**src/rtl/sdram_byte_port_if.sv**
```systemverilog
// Bundle for sdram_byte_port: the 8-bit host byte port plus the 16-bit
// request/ack channel toward one SDRAM controller channel.
// "slave" is the view taken by sdram_byte_port itself; "master" is the view of
// the surrounding logic (cartridge bus on the host side, controller on the
// RAM side).
interface sdram_byte_port_if #(
    parameter int ADDR_BITS = 24
);
    // host side
    logic                 host_req;
    logic                 host_we;
    logic [ADDR_BITS:0]   host_addr;
    logic [7:0]           host_wdata;
    logic [7:0]           host_rdata;
    logic                 host_ack;
    logic                 host_busy;
    // controller channel side
    logic                 ram_req;
    logic                 ram_we;
    logic [ADDR_BITS-1:0] ram_address;
    logic [15:0]          ram_data_write;
    logic [1:0]           ram_wm;
    logic [15:0]          ram_data_read;
    logic                 ram_ack;

    modport slave (
        input  host_req, host_we, host_addr, host_wdata,
        output host_rdata, host_ack, host_busy,
        output ram_req, ram_we, ram_address, ram_data_write, ram_wm,
        input  ram_data_read, ram_ack
    );

    modport master (
        output host_req, host_we, host_addr, host_wdata,
        input  host_rdata, host_ack, host_busy,
        input  ram_req, ram_we, ram_address, ram_data_write, ram_wm,
        output ram_data_read, ram_ack
    );
endinterface

```
**src/rtl/sdram_byte_port.sv**
```systemverilog
// sdram_byte_port: turns 8-bit host byte reads/writes into 16-bit SDRAM word
// requests with byte write masks, and keeps a one-word read buffer so that the
// second byte of a word (and rereads) come back without touching SDRAM.
// Writes go straight through to SDRAM; a write that hits the buffered word
// patches the buffer as well so the two never disagree.
// Optional feature: define SDRAM_BYTE_PORT_PREFETCH_EN to fetch word tag+1
// in the background after every completed read of byte 1 (high byte).
module sdram_byte_port #(
    parameter int ADDR_BITS = 24
) (
    input  logic             clk,
    input  logic             reset,
    sdram_byte_port_if.slave io_bus
);

    localparam logic [2:0] S_IDLE    = 3'd0;
    localparam logic [2:0] S_RD_WAIT = 3'd1;
    localparam logic [2:0] S_WR_WAIT = 3'd2;
    localparam logic [2:0] S_ACK     = 3'd3;
`ifdef SDRAM_BYTE_PORT_PREFETCH_EN
    localparam logic [2:0] S_PF_WAIT = 3'd4;
    localparam logic [ADDR_BITS-1:0] WORD_ONE = ADDR_BITS'(1);
`endif

    logic [2:0]           r_state;

    // one-word read buffer
    logic                 r_valid;
    logic [ADDR_BITS-1:0] r_tag;
    logic [15:0]          r_data;

    // host result and the byte lane of the request in flight
    logic [7:0]           r_rdata;
    logic                 r_byte_sel;

    // controller channel request registers (held from issue until ram_ack)
    logic                 r_ram_req;
    logic                 r_ram_we;
    logic [ADDR_BITS-1:0] r_ram_addr;
    logic [15:0]          r_ram_wdata;
    logic [1:0]           r_ram_wm;

`ifdef SDRAM_BYTE_PORT_PREFETCH_EN
    // set when the completion now being acknowledged was a byte-1 read
    logic                 r_pf_pending;
`endif

    logic [ADDR_BITS-1:0] w_word;
    logic                 w_byte;
    logic                 w_hit;
    logic [7:0]           w_hit_byte;

    assign w_word     = io_bus.host_addr[ADDR_BITS:1];
    assign w_byte     = io_bus.host_addr[0];
    assign w_hit      = r_valid && (r_tag == w_word);
    assign w_hit_byte = w_byte ? r_data[15:8] : r_data[7:0];

    // Request sequencing, buffer maintenance and controller handshake.
    // The ACK cycle already reports host_busy=0, so a host request arriving in
    // it is accepted exactly like one in IDLE; with prefetch enabled such a
    // request takes priority and the pending prefetch is simply dropped.
    always_ff @(posedge clk) begin
        if (reset) begin
            r_state     <= S_IDLE;
            r_valid     <= 1'b0;
            r_tag       <= '0;
            r_data      <= '0;
            r_rdata     <= '0;
            r_byte_sel  <= 1'b0;
            r_ram_req   <= 1'b0;
            r_ram_we    <= 1'b0;
            r_ram_addr  <= '0;
            r_ram_wdata <= '0;
            r_ram_wm    <= 2'b00;
`ifdef SDRAM_BYTE_PORT_PREFETCH_EN
            r_pf_pending <= 1'b0;
`endif
        end else begin
            r_ram_req <= 1'b0;
            case (r_state)
                S_IDLE, S_ACK: begin
                    r_state <= S_IDLE;
`ifdef SDRAM_BYTE_PORT_PREFETCH_EN
                    r_pf_pending <= 1'b0;
`endif
                    if (io_bus.host_req) begin
                        r_byte_sel <= w_byte;
                        if (io_bus.host_we) begin
                            r_ram_req   <= 1'b1;
                            r_ram_we    <= 1'b1;
                            r_ram_addr  <= w_word;
                            r_ram_wdata <= {io_bus.host_wdata, io_bus.host_wdata};
                            // mask the lane that is NOT being written
                            r_ram_wm    <= w_byte ? 2'b01 : 2'b10;
                            r_state     <= S_WR_WAIT;
                            if (w_hit) begin
                                if (w_byte) begin
                                    r_data[15:8] <= io_bus.host_wdata;
                                end else begin
                                    r_data[7:0] <= io_bus.host_wdata;
                                end
                            end
                        end else if (w_hit) begin
                            r_rdata <= w_hit_byte;
                            r_state <= S_ACK;
`ifdef SDRAM_BYTE_PORT_PREFETCH_EN
                            r_pf_pending <= w_byte;
`endif
                        end else begin
                            r_ram_req  <= 1'b1;
                            r_ram_we   <= 1'b0;
                            r_ram_addr <= w_word;
                            r_ram_wm   <= 2'b00;
                            r_state    <= S_RD_WAIT;
                        end
                    end
`ifdef SDRAM_BYTE_PORT_PREFETCH_EN
                    else if ((r_state == S_ACK) && r_pf_pending) begin
                        // background fetch of the following word; wraps at the top
                        r_ram_req  <= 1'b1;
                        r_ram_we   <= 1'b0;
                        r_ram_addr <= r_tag + WORD_ONE;
                        r_ram_wm   <= 2'b00;
                        r_state    <= S_PF_WAIT;
                    end
`endif
                end

                S_RD_WAIT: begin
                    if (io_bus.ram_ack) begin
                        r_valid <= 1'b1;
                        r_tag   <= r_ram_addr;
                        r_data  <= io_bus.ram_data_read;
                        r_rdata <= r_byte_sel ? io_bus.ram_data_read[15:8]
                                              : io_bus.ram_data_read[7:0];
                        r_state <= S_ACK;
`ifdef SDRAM_BYTE_PORT_PREFETCH_EN
                        r_pf_pending <= r_byte_sel;
`endif
                    end
                end

                S_WR_WAIT: begin
                    if (io_bus.ram_ack) begin
                        r_state <= S_ACK;
                    end
                end

`ifdef SDRAM_BYTE_PORT_PREFETCH_EN
                S_PF_WAIT: begin
                    if (io_bus.ram_ack) begin
                        r_valid <= 1'b1;
                        r_tag   <= r_ram_addr;
                        r_data  <= io_bus.ram_data_read;
                        r_state <= S_IDLE;
                    end
                end
`endif

                default: begin
                    r_state <= S_IDLE;
                end
            endcase
        end
    end

    assign io_bus.host_rdata = r_rdata;
    assign io_bus.host_ack   = (r_state == S_ACK);
`ifdef SDRAM_BYTE_PORT_PREFETCH_EN
    assign io_bus.host_busy  = (r_state == S_RD_WAIT) || (r_state == S_WR_WAIT) ||
                               (r_state == S_PF_WAIT);
`else
    assign io_bus.host_busy  = (r_state == S_RD_WAIT) || (r_state == S_WR_WAIT);
`endif

    assign io_bus.ram_req        = r_ram_req;
    assign io_bus.ram_we         = r_ram_we;
    assign io_bus.ram_address    = r_ram_addr;
    assign io_bus.ram_data_write = r_ram_wdata;
    assign io_bus.ram_wm         = r_ram_wm;

endmodule

```
**src/flat_wrapper.sv**
```systemverilog
// flat-port wrapper written by rule: the top's interface ports become plain ports
module sdram_byte_port_flat 
#(
    parameter int ADDR_BITS = 24
)
  (clk, reset, io_bus_host_req, io_bus_host_we, io_bus_host_addr, io_bus_host_wdata, io_bus_host_rdata, io_bus_host_ack, io_bus_host_busy, io_bus_ram_req, io_bus_ram_we, io_bus_ram_address, io_bus_ram_data_write, io_bus_ram_wm, io_bus_ram_data_read, io_bus_ram_ack);
  sdram_byte_port_if #(.ADDR_BITS(ADDR_BITS)) io_bus_i ();
  input  logic clk;
  input  logic reset;
  input wire logic [$bits(io_bus_i.host_req)-1:0] io_bus_host_req;
  input wire logic [$bits(io_bus_i.host_we)-1:0] io_bus_host_we;
  input wire logic [$bits(io_bus_i.host_addr)-1:0] io_bus_host_addr;
  input wire logic [$bits(io_bus_i.host_wdata)-1:0] io_bus_host_wdata;
  output wire logic [$bits(io_bus_i.host_rdata)-1:0] io_bus_host_rdata;
  output wire logic [$bits(io_bus_i.host_ack)-1:0] io_bus_host_ack;
  output wire logic [$bits(io_bus_i.host_busy)-1:0] io_bus_host_busy;
  output wire logic [$bits(io_bus_i.ram_req)-1:0] io_bus_ram_req;
  output wire logic [$bits(io_bus_i.ram_we)-1:0] io_bus_ram_we;
  output wire logic [$bits(io_bus_i.ram_address)-1:0] io_bus_ram_address;
  output wire logic [$bits(io_bus_i.ram_data_write)-1:0] io_bus_ram_data_write;
  output wire logic [$bits(io_bus_i.ram_wm)-1:0] io_bus_ram_wm;
  input wire logic [$bits(io_bus_i.ram_data_read)-1:0] io_bus_ram_data_read;
  input wire logic [$bits(io_bus_i.ram_ack)-1:0] io_bus_ram_ack;
  assign io_bus_i.host_req = io_bus_host_req;
  assign io_bus_i.host_we = io_bus_host_we;
  assign io_bus_i.host_addr = io_bus_host_addr;
  assign io_bus_i.host_wdata = io_bus_host_wdata;
  assign io_bus_host_rdata = io_bus_i.host_rdata;
  assign io_bus_host_ack = io_bus_i.host_ack;
  assign io_bus_host_busy = io_bus_i.host_busy;
  assign io_bus_ram_req = io_bus_i.ram_req;
  assign io_bus_ram_we = io_bus_i.ram_we;
  assign io_bus_ram_address = io_bus_i.ram_address;
  assign io_bus_ram_data_write = io_bus_i.ram_data_write;
  assign io_bus_ram_wm = io_bus_i.ram_wm;
  assign io_bus_i.ram_data_read = io_bus_ram_data_read;
  assign io_bus_i.ram_ack = io_bus_ram_ack;
  sdram_byte_port #(.ADDR_BITS(ADDR_BITS)) u_core (.clk(clk), .reset(reset), .io_bus(io_bus_i));
endmodule
```
**config.mk**
```make
export PLATFORM = sky130hd
export DESIGN_NAME = sdram_byte_port_flat
export DESIGN_NICKNAME = d
export VERILOG_FILES = /design/src/rtl/sdram_byte_port_if.sv /design/src/rtl/sdram_byte_port.sv /design/src/flat_wrapper.sv
export SDC_FILE = /design/constraint.sdc
export NUM_CORES = 1
export LEC_CHECK = 0
export CAP_MARGIN = 10
export CORE_MARGIN = 2
export CORE_UTILIZATION = 40
export DETAILED_ROUTE_END_ITERATION = 10
export MAX_ROUTING_LAYER = met4
export PLACE_DENSITY = 0.67
export SLEW_MARGIN = 20
export SYNTH_ARGS = -nofsm -noshare
export SYNTH_HDL_FRONTEND = slang
export SYNTH_SLANG_ARGS = --single-unit
```
**constraint.sdc**
```tcl
create_clock -name clk -period 2.85 [get_ports clk]
set_clock_uncertainty 0.05 [all_clocks]
set_input_delay 0.57 -clock clk [delete_from_list [all_inputs] [get_ports clk]]
set_output_delay 0.57 -clock clk [all_outputs]
set_load 0.02 [all_outputs]
```
==> qor.yml <==
power:
  leakagePower_nw: 2.03
  power_frac_seq: 0.463
  comb_power_share: 0.259
  power_density_nw_per_um2: 521
  intPower_mw: 2.06
  net-switching-power_mw: 0.891
  peakVddDrop_v: 0.000253
  clock_power_share: 0.279
  switching_share: 0.302
routing:
  wl_per_cell_um: 14.4
  drc: 0
  via_per_inst: 4.97
  drtAntennaViolNets: 0
  wl_um: 10500
  num_vias: 3621
  drt_iter0_drc: 156
  drt_pass1_iterations: 4
clock_tree:
  cts_sinks: 88
  clk_pin_slew_ps: 80
  clockRootBuffer: "clkbuf_8"
  cts_resized: 0
  tritoncts: "done"
  ctsLongestPathBuffers: 2
  numCtsBuffers: 9
  clock_latency_ps: 360
  postCtsHoldBufs: 0
  htreeDepth: 3
  post_cts_buffers: 0
place:
  post-dp-hpwl_um: 7400
  pre_cts_ws_ps: -37.5
  dp.cells: 712
  gp_congestion: 0.801
  port_buffers: 107
timing:
  slew_headroom: 0.547
  setup_viol: 0
  hold_slack_ps: 421
  post-route-worst-setup-slack_ps: 345
  hold_violations: 0
  worstMarginPinSlew_ps: 680
  fin_crit_sh: 0.879
  fmax_mhz: 399
  period_minus_slack_ps: 2500
  fin_tns_setup_ps: 0
  rsz0062_at_grt: "no"
  slew_violations: 0
setup_path:
  rrSetupSlack_ps: 580
  critPathLaunchType: "input pin"
  crit_arrival_ps: 2700
  timing.rr.start: "u_core.r_state[1]$_SDFFE_PP0P_"
  critical_path_required_ps: 3050
  cp-end-kind: "register"
  r2r_end: "u_core.r_data[13]$_SDFFE_PP0P_"
  critPathMaxFanout: 8
  worstRegToRegCells: 7
  critPathKind: "in -> reg"
grt:
  grt_max_degree: 61
  overflow: 0
  grt_pass1_vias: 3567
  busiest_layer: "met2"
  antenna_found_initial: 0
  grt_pass1_wl_um: 16900
  grtUsageMet1: 0.237
  use_met2: 0.310
  use_met3: 0.0319
  track_usage: 0.191
die:
  ios: 108
  dieArea_um2: 11700
  floorplan.initialDensity: 0.405
  die_height_um: 108
  die_w_um: 108
  core.rowCount: 38
  core-area_um2: 10700
cells_and_area:
  utilization: 0.527
  regArea_um2: 1760
  layout_common_cells: "106 x clkdlybuf4s50_1, 88 x dfxtp_1, 71 x nand2_1, 55 x nand2b_1, 49 x a21oi_1"
  fillCellCount: 1024
  multi_input_area_um2: 2370
  diodes: 0
  final_nets: 639
  final_common_cell: "clkdlybuf4s50_1"
  drive_above_1_share: 0.0765
  syn_to_final_growth_pct: 30.1
  final_cells: 728
synth:
  synth_area_um2: 4350
  syn_nets: 554
  ys_ff_latch: 88
  synth_area_leaders: "dfxtp_1 40%, mux2i_1 9.2%, nand2b_1 7.9%"
  syn_area_per_cell_um2: 8.74
  synthCells: 498
  synth-edff-count: 0
  synthArstFlopShare: 0
  yosysWarningCount: 0
  yosysTopAreaCell: "dfxtp_1"
  synthDominantCellAreaShare: 0.405
  synthDistinctLibCells: 32
  synth_ff_type: "dfxtp_1"
  seq_area_frac_synth: 0.405
worst_hold_path:
  hold_path_depth: 2
  holdPathEnd: "u_core.r_tag[9]$_SDFFE_PP0P_"
  min_from: "u_core.io_bus.ram_address[9]$_SDFFE_PP0P_"
  min_path_type: "reg -> reg"
run_status:
  status: "finished, final reports clean"
flow_run:
  cap_violations: 0
[worst max-delay path by stage]
stage | slack (ps) | to | start
2_1_floorplan | 790 | u_core.r_data[0]$_SDFFE_PP0P_ | u_core.r_state[1]$_SDFFE_PP0P_
3_3_place_gp | 20 | u_core.r_data[14]$_SDFFE_PP0P_ | io_bus_host_addr[23]
3_5_place_dp | -40 | u_core.r_data[13]$_SDFFE_PP0P_ | io_bus_host_addr[23]
4_1_cts | 350 | u_core.r_data[13]$_SDFFE_PP0P_ | io_bus_host_addr[23]
5_1_grt | 290 | u_core.r_data[8]$_SDFFE_PP0P_ | io_bus_host_addr[23]
6_report | 350 | u_core.r_data[13]$_SDFFE_PP0P_ | io_bus_host_addr[23]
[per-layer routing]
layer | part of all wire | wire length, um
met3 | 0.052 | 549
met1 | 0.47 | 4910
met2 | 0.47 | 4900
met4 | 0.013 | 134
met5 | 0 | 0
[kinds of logic (layout without fill, tap and decap cells)]
group | count (synthesis) | count (layout) | share of synthesized area
AO/OA/AOI/OAI | 76 | 76 | 0.106
XOR/XNOR | 24 | 24 | 0.0483
flip-flops | 88 | 88 | 0.405
multiplexers | 57 | 57 | 0.136
buffers and inverters | 45 | 135 | 0.0541
AND/OR/NAND/NOR | 206 | 206 | 0.245
adder cells (fa/ha/maj) | 2 | 2 | 0.00575
[synth_stat cells (8+ instances only)]
master    number
a211o_1        8
a211oi_1      10
a21oi_1       49
buf_4          8
clkbuf_1      26
dfxtp_1       88
mux2_2        17
mux2i_1       40
nand2_1       71
nand2b_1      55
nand4_1       10
nor2_1        22
nor2b_1       33
xnor2_1       24
[cell type report]
cell class	count	area share
Multi-Input combinational cell	365	0.419
Sequential cell	88	0.311
Timing Repair Buffer	115	0.204
Tap cell	140	0.0310
Clock buffer	14	0.0305
Inverter	4	0.00265
Clock inverter	2	0.00221
[power by group through the flow]
stage               registers [mW]  clock network [mW]  logic, mW
global route                  1.38               0.912      0.828
floorplan                     1.44                   0      0.419
detailed placement            1.39                   0      0.767
CTS                           1.37               0.858      0.772
finish                        1.37               0.822      0.763
global placement              1.39                   0      0.758
[critical path, cell delays in order]
cell and delay, ps:
clkdlybuf4s50_1 450, xnor2_1 360, nand4_1 220, nor4_4 500
a21oi_2 260, mux2_2 340
[per-stage QoR]
stage | area [um^2] | power (mW)
3_5_place_dp | 5470 | 2.16
4_1_cts | 5660 | 3.00
2_1_floorplan | 4350 | 1.86
5_1_grt | 5660 | 3.12
3_3_place_gp | 5470 | 2.15
6_report | 5660 | 2.95
[sequential cells by signal, indices dropped and copies added (netlist names)]
signal,cells
u_core.r_valid,1
u_core.r_tag,24
u_core.io_bus.ram_address,24
u_core.io_bus.ram_data_write,8
u_core.io_bus.ram_wm,2
u_core.r_state,2
u_core.r_data,16
u_core.r_byte_sel,1
u_core.io_bus.ram_we,1
u_core.io_bus.host_rdata,8
u_core.io_bus.ram_req,1
Note: power is estimated with default switching activity, not from simulation.
